[config.mk]
export PLATFORM = sky130hd
export DESIGN_NAME = flow_gradient_calc_flat
export DESIGN_NICKNAME = d
export VERILOG_FILES = /design/src/rtl/flow_pkg.sv /design/src/rtl/flow_gradient_calc_if.sv /design/src/rtl/flow_line_buffer.sv /design/src/rtl/flow_gradient_calc.sv /design/src/flat_wrapper.sv
export SDC_FILE = /design/constraint.sdc
export NUM_CORES = 2
export LEC_CHECK = 0
export BUFFER_PORTS_ARGS = -buffer_cell sky130_fd_sc_hd__buf_2
export CORE_ASPECT_RATIO = 0.8
export CORE_MARGIN = 2
export CORE_UTILIZATION = 45
export CTS_BUF_LIST = sky130_fd_sc_hd__clkbuf_8
export DETAILED_ROUTE_END_ITERATION = 6
export GPL_ROUTABILITY_DRIVEN = 0
export SLEW_MARGIN = 20
export SYNTH_ARGS = -nofsm -noshare
export SYNTH_HDL_FRONTEND = slang
export SYNTH_HIERARCHICAL = 1
export SYNTH_SLANG_ARGS = --single-unit
[constraint.sdc]
create_clock -name clk -period 10.6 [get_ports clk]
set_clock_uncertainty 0.05 [all_clocks]
set_input_delay 3.18 -clock clk [delete_from_list [all_inputs] [get_ports clk]]
set_output_delay 3.18 -clock clk [all_outputs]
set_load 0.02 [all_outputs]
[src/rtl/flow_pkg.sv]
// Shared constants and types for the optical-flow gradient path.
// Optional build macro: FLOW_GRAD_ROUND_EN (round half up before the final >>> 2).
package flow_pkg;

   localparam int IMG_W      = 64;
   localparam int IMG_H      = 64;
   localparam int DATA_WIDTH = 8;
   localparam int GRAD_WIDTH = DATA_WIDTH + 1;
   localparam int SUM_WIDTH  = DATA_WIDTH + 3;
   localparam int X_WIDTH    = $clog2(IMG_W);
   localparam int Y_WIDTH    = $clog2(IMG_H);

   localparam logic [X_WIDTH-1:0] X_MAX = X_WIDTH'(IMG_W - 1);
   localparam logic [Y_WIDTH-1:0] Y_MAX = Y_WIDTH'(IMG_H - 1);

   typedef logic signed [SUM_WIDTH-1:0]  sum_t;
   typedef logic signed [GRAD_WIDTH-1:0] grad_t;

   typedef struct packed {
      logic [DATA_WIDTH-1:0] prev;
      logic [DATA_WIDTH-1:0] curr;
   } pix_pair_t;

   function automatic sum_t zext(input logic [DATA_WIDTH-1:0] v);
      return {{(SUM_WIDTH-DATA_WIDTH){1'b0}}, v};
   endfunction

   // Divide a 4-term sum by four; the result always fits GRAD_WIDTH.
   function automatic grad_t grad_shift(input sum_t s);
      sum_t t;
`ifdef FLOW_GRAD_ROUND_EN
      t = s + sum_t'(2);
`else
      t = s;
`endif
      t = t >>> 2;
      return t[GRAD_WIDTH-1:0];
   endfunction

endpackage

[src/rtl/flow_gradient_calc_if.sv]
// Pixel-pair input stream and gradient output stream of the gradient stage.
interface flow_gradient_calc_if import flow_pkg::*; ();

   logic [DATA_WIDTH-1:0] prev_pixel;
   logic [DATA_WIDTH-1:0] curr_pixel;
   logic                  in_valid;
   logic                  in_sof;
   grad_t                 ix;
   grad_t                 iy;
   grad_t                 it;
   logic                  out_valid;
   logic                  out_sof;
   logic                  out_eof;

   modport master (
      output prev_pixel, curr_pixel, in_valid, in_sof,
      input  ix, iy, it, out_valid, out_sof, out_eof
   );

   modport slave (
      input  prev_pixel, curr_pixel, in_valid, in_sof,
      output ix, iy, it, out_valid, out_sof, out_eof
   );

endinterface

[src/rtl/flow_line_buffer.sv]
// One-row buffer of (prev,curr) pixel pairs; registered read, read-before-write.
module flow_line_buffer import flow_pkg::*; #(
   parameter int DEPTH = IMG_W,
   parameter int WIDTH = 2 * DATA_WIDTH,
   parameter int AW    = $clog2(DEPTH)
) (
   input  logic             clk,
   input  logic             rd_en,
   input  logic [AW-1:0]    rd_addr,
   output logic [WIDTH-1:0] rd_data,
   input  logic             wr_en,
   input  logic [AW-1:0]    wr_addr,
   input  logic [WIDTH-1:0] wr_data
);

   logic [WIDTH-1:0] mem [DEPTH];
   logic [WIDTH-1:0] rd_data_q;
   logic [WIDTH-1:0] rd_data_d;

   // Read data holds between reads so the window stays stable across idle cycles.
   always_comb begin
      rd_data_d = rd_data_q;
      if (rd_en) rd_data_d = mem[rd_addr];
   end

   always_ff @(posedge clk) begin
      rd_data_q <= rd_data_d;
      if (wr_en) mem[wr_addr] <= wr_data;
   end

   assign rd_data = rd_data_q;

endmodule

[src/rtl/flow_gradient_calc.sv]
// Three-stage 2x2x2 spatio-temporal gradient pipeline (window, sums, shift).
// Optional build macro: FLOW_GRAD_ROUND_EN (handled in flow_pkg::grad_shift).
module flow_gradient_calc import flow_pkg::*; (
   input logic                 clk,
   input logic                 reset,
   flow_gradient_calc_if.slave bus
);

   logic [X_WIDTH-1:0] x_q, x_d, pos_x;
   logic [Y_WIDTH-1:0] y_q, y_d, pos_y;
   pix_pair_t          in_pair, lb_rdata;
   pix_pair_t          a_q, a_d, c_q, c_d, d_q, d_d;
   logic               s1_valid_q, s1_valid_d, s1_sof_q, s1_sof_d;
   logic               s1_eof_q, s1_eof_d, s1_border_q, s1_border_d;
   sum_t               sx_q, sx_d, sy_q, sy_d, st_q, st_d;
   logic               s2_valid_q, s2_valid_d, s2_sof_q, s2_sof_d;
   logic               s2_eof_q, s2_eof_d, s2_border_q, s2_border_d;
   grad_t              ix_q, ix_d, iy_q, iy_d, it_q, it_d;
   logic               out_valid_q, out_valid_d, out_sof_q, out_sof_d, out_eof_q, out_eof_d;

   assign in_pair = '{prev: bus.prev_pixel, curr: bus.curr_pixel};
   assign pos_x   = bus.in_sof ? '0 : x_q;
   assign pos_y   = bus.in_sof ? '0 : y_q;

   flow_line_buffer #(
      .DEPTH (IMG_W),
      .WIDTH (2 * DATA_WIDTH)
   ) u_line_buffer (
      .clk     (clk),
      .rd_en   (bus.in_valid),
      .rd_addr (pos_x),
      .rd_data (lb_rdata),
      .wr_en   (bus.in_valid),
      .wr_addr (pos_x),
      .wr_data (in_pair)
   );

   // Position counters and window capture; the old line-buffer word becomes the new 'a'.
   always_comb begin
      x_d         = x_q;
      y_d         = y_q;
      a_d         = a_q;
      c_d         = c_q;
      d_d         = d_q;
      s1_valid_d  = bus.in_valid;
      s1_sof_d    = s1_sof_q;
      s1_eof_d    = s1_eof_q;
      s1_border_d = s1_border_q;
      if (bus.in_valid) begin
         x_d = (pos_x == X_MAX) ? '0 : pos_x + X_WIDTH'(1);
         if (pos_x == X_MAX) y_d = (pos_y == Y_MAX) ? '0 : pos_y + Y_WIDTH'(1);
         else                y_d = pos_y;
         a_d         = lb_rdata;
         c_d         = d_q;
         d_d         = in_pair;
         s1_sof_d    = (pos_x == '0) && (pos_y == '0);
         s1_eof_d    = (pos_x == X_MAX) && (pos_y == Y_MAX);
         s1_border_d = (pos_x == '0) || (pos_y == '0);
      end
   end

   always_comb begin
      sx_d        = sx_q;
      sy_d        = sy_q;
      st_d        = st_q;
      s2_valid_d  = s1_valid_q;
      s2_sof_d    = s2_sof_q;
      s2_eof_d    = s2_eof_q;
      s2_border_d = s2_border_q;
      if (s1_valid_q) begin
         sx_d = (zext(lb_rdata.curr) - zext(a_q.curr)) + (zext(d_q.curr) - zext(c_q.curr))
              + (zext(lb_rdata.prev) - zext(a_q.prev)) + (zext(d_q.prev) - zext(c_q.prev));
         sy_d = (zext(c_q.curr) - zext(a_q.curr)) + (zext(d_q.curr) - zext(lb_rdata.curr))
              + (zext(c_q.prev) - zext(a_q.prev)) + (zext(d_q.prev) - zext(lb_rdata.prev));
         st_d = (zext(a_q.curr) + zext(lb_rdata.curr) + zext(c_q.curr) + zext(d_q.curr))
              - (zext(a_q.prev) + zext(lb_rdata.prev) + zext(c_q.prev) + zext(d_q.prev));
         s2_sof_d    = s1_sof_q;
         s2_eof_d    = s1_eof_q;
         s2_border_d = s1_border_q;
      end
   end

   // Border samples (row 0 / column 0) are forced to zero so stale buffer data never leaks.
   always_comb begin
      ix_d        = ix_q;
      iy_d        = iy_q;
      it_d        = it_q;
      out_valid_d = s2_valid_q;
      out_sof_d   = s2_valid_q & s2_sof_q;
      out_eof_d   = s2_valid_q & s2_eof_q;
      if (s2_valid_q) begin
         ix_d = s2_border_q ? '0 : grad_shift(sx_q);
         iy_d = s2_border_q ? '0 : grad_shift(sy_q);
         it_d = s2_border_q ? '0 : grad_shift(st_q);
      end
   end

   always_ff @(posedge clk) begin
      if (reset) begin
         x_q         <= '0;
         y_q         <= '0;
         a_q         <= '0;
         c_q         <= '0;
         d_q         <= '0;
         s1_valid_q  <= 1'b0;
         s1_sof_q    <= 1'b0;
         s1_eof_q    <= 1'b0;
         s1_border_q <= 1'b0;
         sx_q        <= '0;
         sy_q        <= '0;
         st_q        <= '0;
         s2_valid_q  <= 1'b0;
         s2_sof_q    <= 1'b0;
         s2_eof_q    <= 1'b0;
         s2_border_q <= 1'b0;
         ix_q        <= '0;
         iy_q        <= '0;
         it_q        <= '0;
         out_valid_q <= 1'b0;
         out_sof_q   <= 1'b0;
         out_eof_q   <= 1'b0;
      end else begin
         x_q         <= x_d;
         y_q         <= y_d;
         a_q         <= a_d;
         c_q         <= c_d;
         d_q         <= d_d;
         s1_valid_q  <= s1_valid_d;
         s1_sof_q    <= s1_sof_d;
         s1_eof_q    <= s1_eof_d;
         s1_border_q <= s1_border_d;
         sx_q        <= sx_d;
         sy_q        <= sy_d;
         st_q        <= st_d;
         s2_valid_q  <= s2_valid_d;
         s2_sof_q    <= s2_sof_d;
         s2_eof_q    <= s2_eof_d;
         s2_border_q <= s2_border_d;
         ix_q        <= ix_d;
         iy_q        <= iy_d;
         it_q        <= it_d;
         out_valid_q <= out_valid_d;
         out_sof_q   <= out_sof_d;
         out_eof_q   <= out_eof_d;
      end
   end

   assign bus.ix        = ix_q;
   assign bus.iy        = iy_q;
   assign bus.it        = it_q;
   assign bus.out_valid = out_valid_q;
   assign bus.out_sof   = out_sof_q;
   assign bus.out_eof   = out_eof_q;

endmodule

[src/flat_wrapper.sv]
// flat-port wrapper written by rule: the top's interface ports become plain ports
module flow_gradient_calc_flat import flow_pkg::*;
  (clk, reset, bus_prev_pixel, bus_curr_pixel, bus_in_valid, bus_in_sof, bus_ix, bus_iy, bus_it, bus_out_valid, bus_out_sof, bus_out_eof);
  flow_gradient_calc_if bus_i ();
  input logic clk;
  input logic reset;
  input wire logic [$bits(bus_i.prev_pixel)-1:0] bus_prev_pixel;
  input wire logic [$bits(bus_i.curr_pixel)-1:0] bus_curr_pixel;
  input wire logic [$bits(bus_i.in_valid)-1:0] bus_in_valid;
  input wire logic [$bits(bus_i.in_sof)-1:0] bus_in_sof;
  output wire logic [$bits(bus_i.ix)-1:0] bus_ix;
  output wire logic [$bits(bus_i.iy)-1:0] bus_iy;
  output wire logic [$bits(bus_i.it)-1:0] bus_it;
  output wire logic [$bits(bus_i.out_valid)-1:0] bus_out_valid;
  output wire logic [$bits(bus_i.out_sof)-1:0] bus_out_sof;
  output wire logic [$bits(bus_i.out_eof)-1:0] bus_out_eof;
  assign bus_i.prev_pixel = bus_prev_pixel;
  assign bus_i.curr_pixel = bus_curr_pixel;
  assign bus_i.in_valid = bus_in_valid;
  assign bus_i.in_sof = bus_in_sof;
  assign bus_ix = bus_i.ix;
  assign bus_iy = bus_i.iy;
  assign bus_it = bus_i.it;
  assign bus_out_valid = bus_i.out_valid;
  assign bus_out_sof = bus_i.out_sof;
  assign bus_out_eof = bus_i.out_eof;
  flow_gradient_calc u_core (.clk(clk), .reset(reset), .bus(bus_i));
endmodule
== Yosys cells after proc, flatten, opt, wreduce, memory -nomap -nowiden ==
Memory sizes are Yosys's and may differ from the RTL's. A register that Yosys moved wholly into a read port is not among the register bits.
Cells that the tools add are included.

* Register bits: 131
* Logic and storage cells: 68
* Memory bits (writable): 1024
* Memories kept: 1
* Bits in latches: 0
* Bits in read-only memories: 0

* Div/mod/pow operators: 0
* Multipliers: 0
* Order comparisons: 0
* Muxes and demuxes: 10
* Add/sub/neg operators: 23
* Reductions and logical operators: 5
* Bitwise logic cells: 2
* Shifts and indexed selects: 0
* Equal/unequal tests: 2

{| class="wikitable"
|+ Memories
! name !! depth !! width !! read ports !! clocked after memory_dff !! write ports !! line !! text
|-
| u_core.u_line_buffer.mem || 64 || 16 || 1 || 1 || 1 || flow_line_buffer.sv:16 || <nowiki>logic [WIDTH-1:0] mem [DEPTH];</nowiki>
|}

{| class="wikitable"
|+ Operators by type and width
! kind !! number
|-
| $sub 8x8->9 || 8
|-
| $add 11x11->11 || 6
|-
| $add 11x9->11 || 4
|-
| $mux 6 || 5
|-
| $mux 9 || 3
|-
| $add 8x8->9 || 2
|-
| $add 6x1->6 const B || 2
|-
| $eq 6x6->1 const B || 2
|-
| $logic_not 6->1 || 2
|-
| $sub 11x11->11 || 1
|-
| $and 1x1->1 || 2
|-
| $logic_and 1x1->1 || 2
|-
| $mux 1 || 2
|-
| $logic_or 1x1->1 || 1
|}

== Depth between registers and ports, before layout ==
* Word-level depth: 4
* Gate-level depth with buffers: 19
* Gate-level depth less buffers: 19

== Hierarchy ==
The synthesis kept the hierarchy.

{| class="wikitable"
|+ Modules (own cells, without submodules)
! module !! times used !! area each (um2) !! cells each !! seq. area each (um2)
|-
| flow_line_buffer || 1 || 40202.3 || 1829 || 31230.0
|-
| flow_gradient_calc || 1 || 10420.0 || 1185 || 2502.4
|}

== Worst setup path after synthesis ==
No wires, ideal clock.

* Path type: input to register
* From: input bus_in_sof
* To: memory u_core/u_line_buffer/mem[48][0] (netlist bit), enable pin
* Slack: 4.773 ns
* Data arrival time: 5.367 ns
* Data required time: 10.141 ns
* Stages on the path: 6
* Cells stage by stage: clkbuf_1 clkbuf_1 nor2b_1 clkbuf_1 nand4b_1 nor3_1

* Longest elaborated chain between the ends: 1

{| class="wikitable"
|+ RTL lines
! element !! line !! text
|-
| from (decl) || flat_wrapper.sv:10 || <nowiki>input wire logic [$bits(bus_i.in_sof)-1:0] bus_in_sof;</nowiki>
|-
| $mux 6 || flow_gradient_calc.sv:22 || <nowiki>assign pos_x = bus.in_sof ? '0 : x_q;</nowiki>
|-
| net u_core.pos_x[4] || flow_gradient_calc.sv:9 || <nowiki>logic [X_WIDTH-1:0] x_q, x_d, pos_x;</nowiki>
|-
| to (decl) || flow_line_buffer.sv:16 ||
|}

The timed path passes the listed nets, and every way through them passes these cells.

== Final worst setup path ==
* From: input bus_in_sof
* To: register u_core.u_line_buffer.rd_data_q[0] (netlist: u_core/u_line_buffer/rd_data[0]) (read register of u_core.u_line_buffer.mem), data pin

* Longest elaborated chain between the ends: 1

{| class="wikitable"
|+ RTL lines
! element !! line !! text
|-
| $mux 6 || flow_gradient_calc.sv:22 ||
|-
| net u_core.pos_x[0] || flow_gradient_calc.sv:9 ||
|-
| to (decl) || flow_line_buffer.sv:17 || <nowiki>logic [WIDTH-1:0] rd_data_q;</nowiki>
|}

The timed path passes the listed nets, and every way through them passes these cells.
A chain may end at the register's enable or synchronous reset.

==> summary.txt <==
Outcome
  • Status: finished, final reports clean

Synthesis
  • Synthesized area per cell: 16.8 sq um
  • Post-synth ARST share: 0%
  • EDFF count, synth: 1040
  • Yosys top cell by area: edfxtp_1
  • Sequential area share after synthesis: 66.6%
  • Primary FF master, synth: edfxtp_1
  • Synth top area share: 61.7%
  • Yosys warns: 6
  • Top cells by area, synth: edfxtp_1, mux4_2, dfxtp_1, fa_1, mux2i_1
  • Flop and latch count out of synthesis: 1165
  • Synth cell types: 84
  • Cell Area, Synth: 0.0506 sq mm
  • Synth Instances: 3014
  • Syn nets: 3222

Timing
  • Worst slew pin tran: 1320 ps
  • Final setup TNS: 0 ps
  • Final WS setup: 3960 ps
  • Fmax: 151 MHz
  • WHS: 407 ps
  • Final Max Tran Viols: 0
  • Setup violations, final: 0
  • Fin crit period: 6640 ps
  • Final cycle utilization of the critical path: 62.6%
  • Final hold vios: 0
  • Unrepaired setup endpoints after global routing: no
  • Slew margin rel.: 12.1%

Detailed routing
  • Routed WL: 130 mm
  • Antenna Violating Nets Remaining: 0
  • Via-to-Cell Ratio: 5.81
  • Detailed-route via count: 28200
  • WL/cell: 26.7 um
  • DRC Markers: 0
  • DRT iter0 DRCs: 2823
  • DRT Pass-1 Iters: 6

Clock network
  • CTS tree: done
  • Cts repair resizes: 0
  • Clk root buf: clkbuf_8
  • # clock sinks: 1165
  • Setup Fix Bufs, Post-CTS: 0
  • H-tree levels: 4
  • Max Buffers Root-to-Sink: 3
  • CTS Buf Count: 184
  • Clock transition at path regs: 60 ps
  • Worst skew pair latency: 860 ps
  • Hold_buf cts: 0

Worst setup path
  • Crit path DAT: 7110 ps
  • CP Launch Type: input port
  • Critical path capture point type: register
  • Required time of the critical path: 11070 ps
  • Largest stage delay, worst path: 1090 ps
  • Worst Setup Path Type: input port to register
  • Max Fanout on Critical Path: 48
  • Worst path slowest cell: a221oi_1
  • Reg2Reg Depth: 18
  • CP Cell Sequence: buf_2 -> nand2b_1 -> inv_8 -> buf_4 -> mux4_2 -> mux2_2 -> a221oi_1 -> a311oi_1

Power
  • Pleak: 18.8 nW
  • Pwr dens: 191 mW/mm^2
  • Maximum vdd drop: 0.145 mV

Hold path
  • Worst min-delay path class: register to register
  • Hold path depth: 1

Floorplan
  • Placeable core area: 0.112 sq mm
  • Starting Density: 45.2%
  • Die Y: 304 um
  • Top Ports: 50
  • Die width: 379 um
  • Die area: 0.115 sq mm
  • Floorplan row count: 110

Placed design
  • Number of port buffers: 49
  • Dpl hpwl: 79.7 mm
  • Pre-CTS setup slack: 3210 ps
  • # placed instances: 4524

Finish
  • Commonest cells after routing, fill and taps aside: edfxtp_1, inv_1, mux4_2
  • Commonest non-fill, non-tap cell in the layout: edfxtp_1
  • Post-layout nets: 3406
  • Share of cells above drive strength 1: 19.3%
  • Utilization after layout: 50.0%
  • Area grow syn2layout: 10.7%
  • Layout Cells excl Fill: 4852

Global routing
  • Antenna violations before repair: 3
  • Total gr overflow: 0
  • First-pass GRT wire length: 189 mm
  • Largest net degree at the start of global routing: 146
  • Vias in the first global route: 28500
  • Tot GR Track Use: 22.7%

Run
  • Max-cap viol count: 0
-- power breakdown --
part	total (W)	internal [W]	switching, W
sequential	0.00510	0.00506	0.0000465
combinational	0.00209	0.000829	0.00126
clock	0.00354	0.00181	0.00173
-- critical path, delay by kind of cell --
family                 cells  cell delay (ps)
AO/OA/AOI/OAI              2             1190
buffers and inverters      3             1430
multiplexers               2              900
AND/OR/NAND/NOR            1              340
-- sequential cells by signal, summed over array words and instances, names as in the netlist, 6 cells and up --
signal / cells
u_core/a_q: 16
u_core/bus.it: 9
u_core/bus.ix: 9
u_core/bus.iy: 9
u_core/c_q: 16
u_core/d_q: 16
u_core/st_q: 9
u_core/sx_q: 9
u_core/sy_q: 9
u_core/u_line_buffer/mem: 1024
u_core/u_line_buffer/rd_data: 16
u_core/x_q: 6
u_core/y_q: 6
-- cell families after synthesis --
| group | Yosys count | synth area share [%] |
|---|---|---|
| AO/OA/AOI/OAI | 353 | 4.82 |
| XOR/XNOR | 45 | 0.779 |
| adder cells (fa/ha/maj) | 188 | 6.06 |
| buffers and inverters | 306 | 2.96 |
| flip-flops | 1165 | 66.6 |
| multiplexers | 393 | 13.4 |
| AND/OR/NAND/NOR | 564 | 5.34 |
-- metrics by stage --
stage / total power [W] / area, sq um
floorplan: 0.00667 / 50600
global route: 0.0113 / 56000
detailed placement: 0.00726 / 52700
global placement: 0.00722 / 52700
CTS: 0.0108 / 56000
finish: 0.0107 / 56100
-- per-layer routing --
metal  vias up  track usage, %  part of all wire (%)
met2      1119            31.7                    43
met5         -               0                0.0093
met4         2            6.56                   2.2
li1      12100               -                     -
met1     14800            33.9                    45
met3       179            7.34                   9.8
-- path summary, 6_finish.rpt --
check                                                                 end  slack [ps]                                      start
worst max-delay path            u_core/u_line_buffer/rd_data[0]$_DFFE_PP_        3960                                 bus_in_sof
worst min-delay path                        u_core/bus.out_sof$_SDFF_PP0_         410               u_core/s2_sof_q$_SDFFE_PP0P_
worst max register to register               u_core/sx_q[10]$_SDFFE_PP0P_        5410  u_core/u_line_buffer/rd_data[0]$_DFFE_PP_
worst min register to register              u_core/bus.out_sof$_SDFF_PP0_         410               u_core/s2_sof_q$_SDFFE_PP0P_
-- cells in the mapped netlist (9+ instances only) --
cell and n:
a211oi_1 21, a21oi_1 80, a221oi_1 16, a22oi_1 42, a311oi_1 9, a31oi_1 15, buf_1 12, buf_2 43
buf_4 13, buf_6 17, clkbuf_1 44, dfxtp_1 125, edfxtp_1 1040, fa_1 95, ha_1 93, inv_1 164
mux2_2 27, mux2i_1 142, mux4_2 220, nand2_1 103, nand2b_1 13, nand3_1 34, nand4_1 22, nor2_1 229
nor2b_1 79, nor3_1 28, o21a_1 20, o21ai_0 48, o31a_1 10, xnor2_1 26, xor2_1 19
-- layout make-up --
cell class,instances,area (sq um)
inverters,166,636
repair buffers,138,943
flip-flops and latches,1165,33700
clock inverters,134,751
well taps,1512,1890
multi-input cells,1543,15500
clock buffers,190,2620
diodes,4,10.0
fillers,9299,56000
Power figures use the tool's default switching activity.
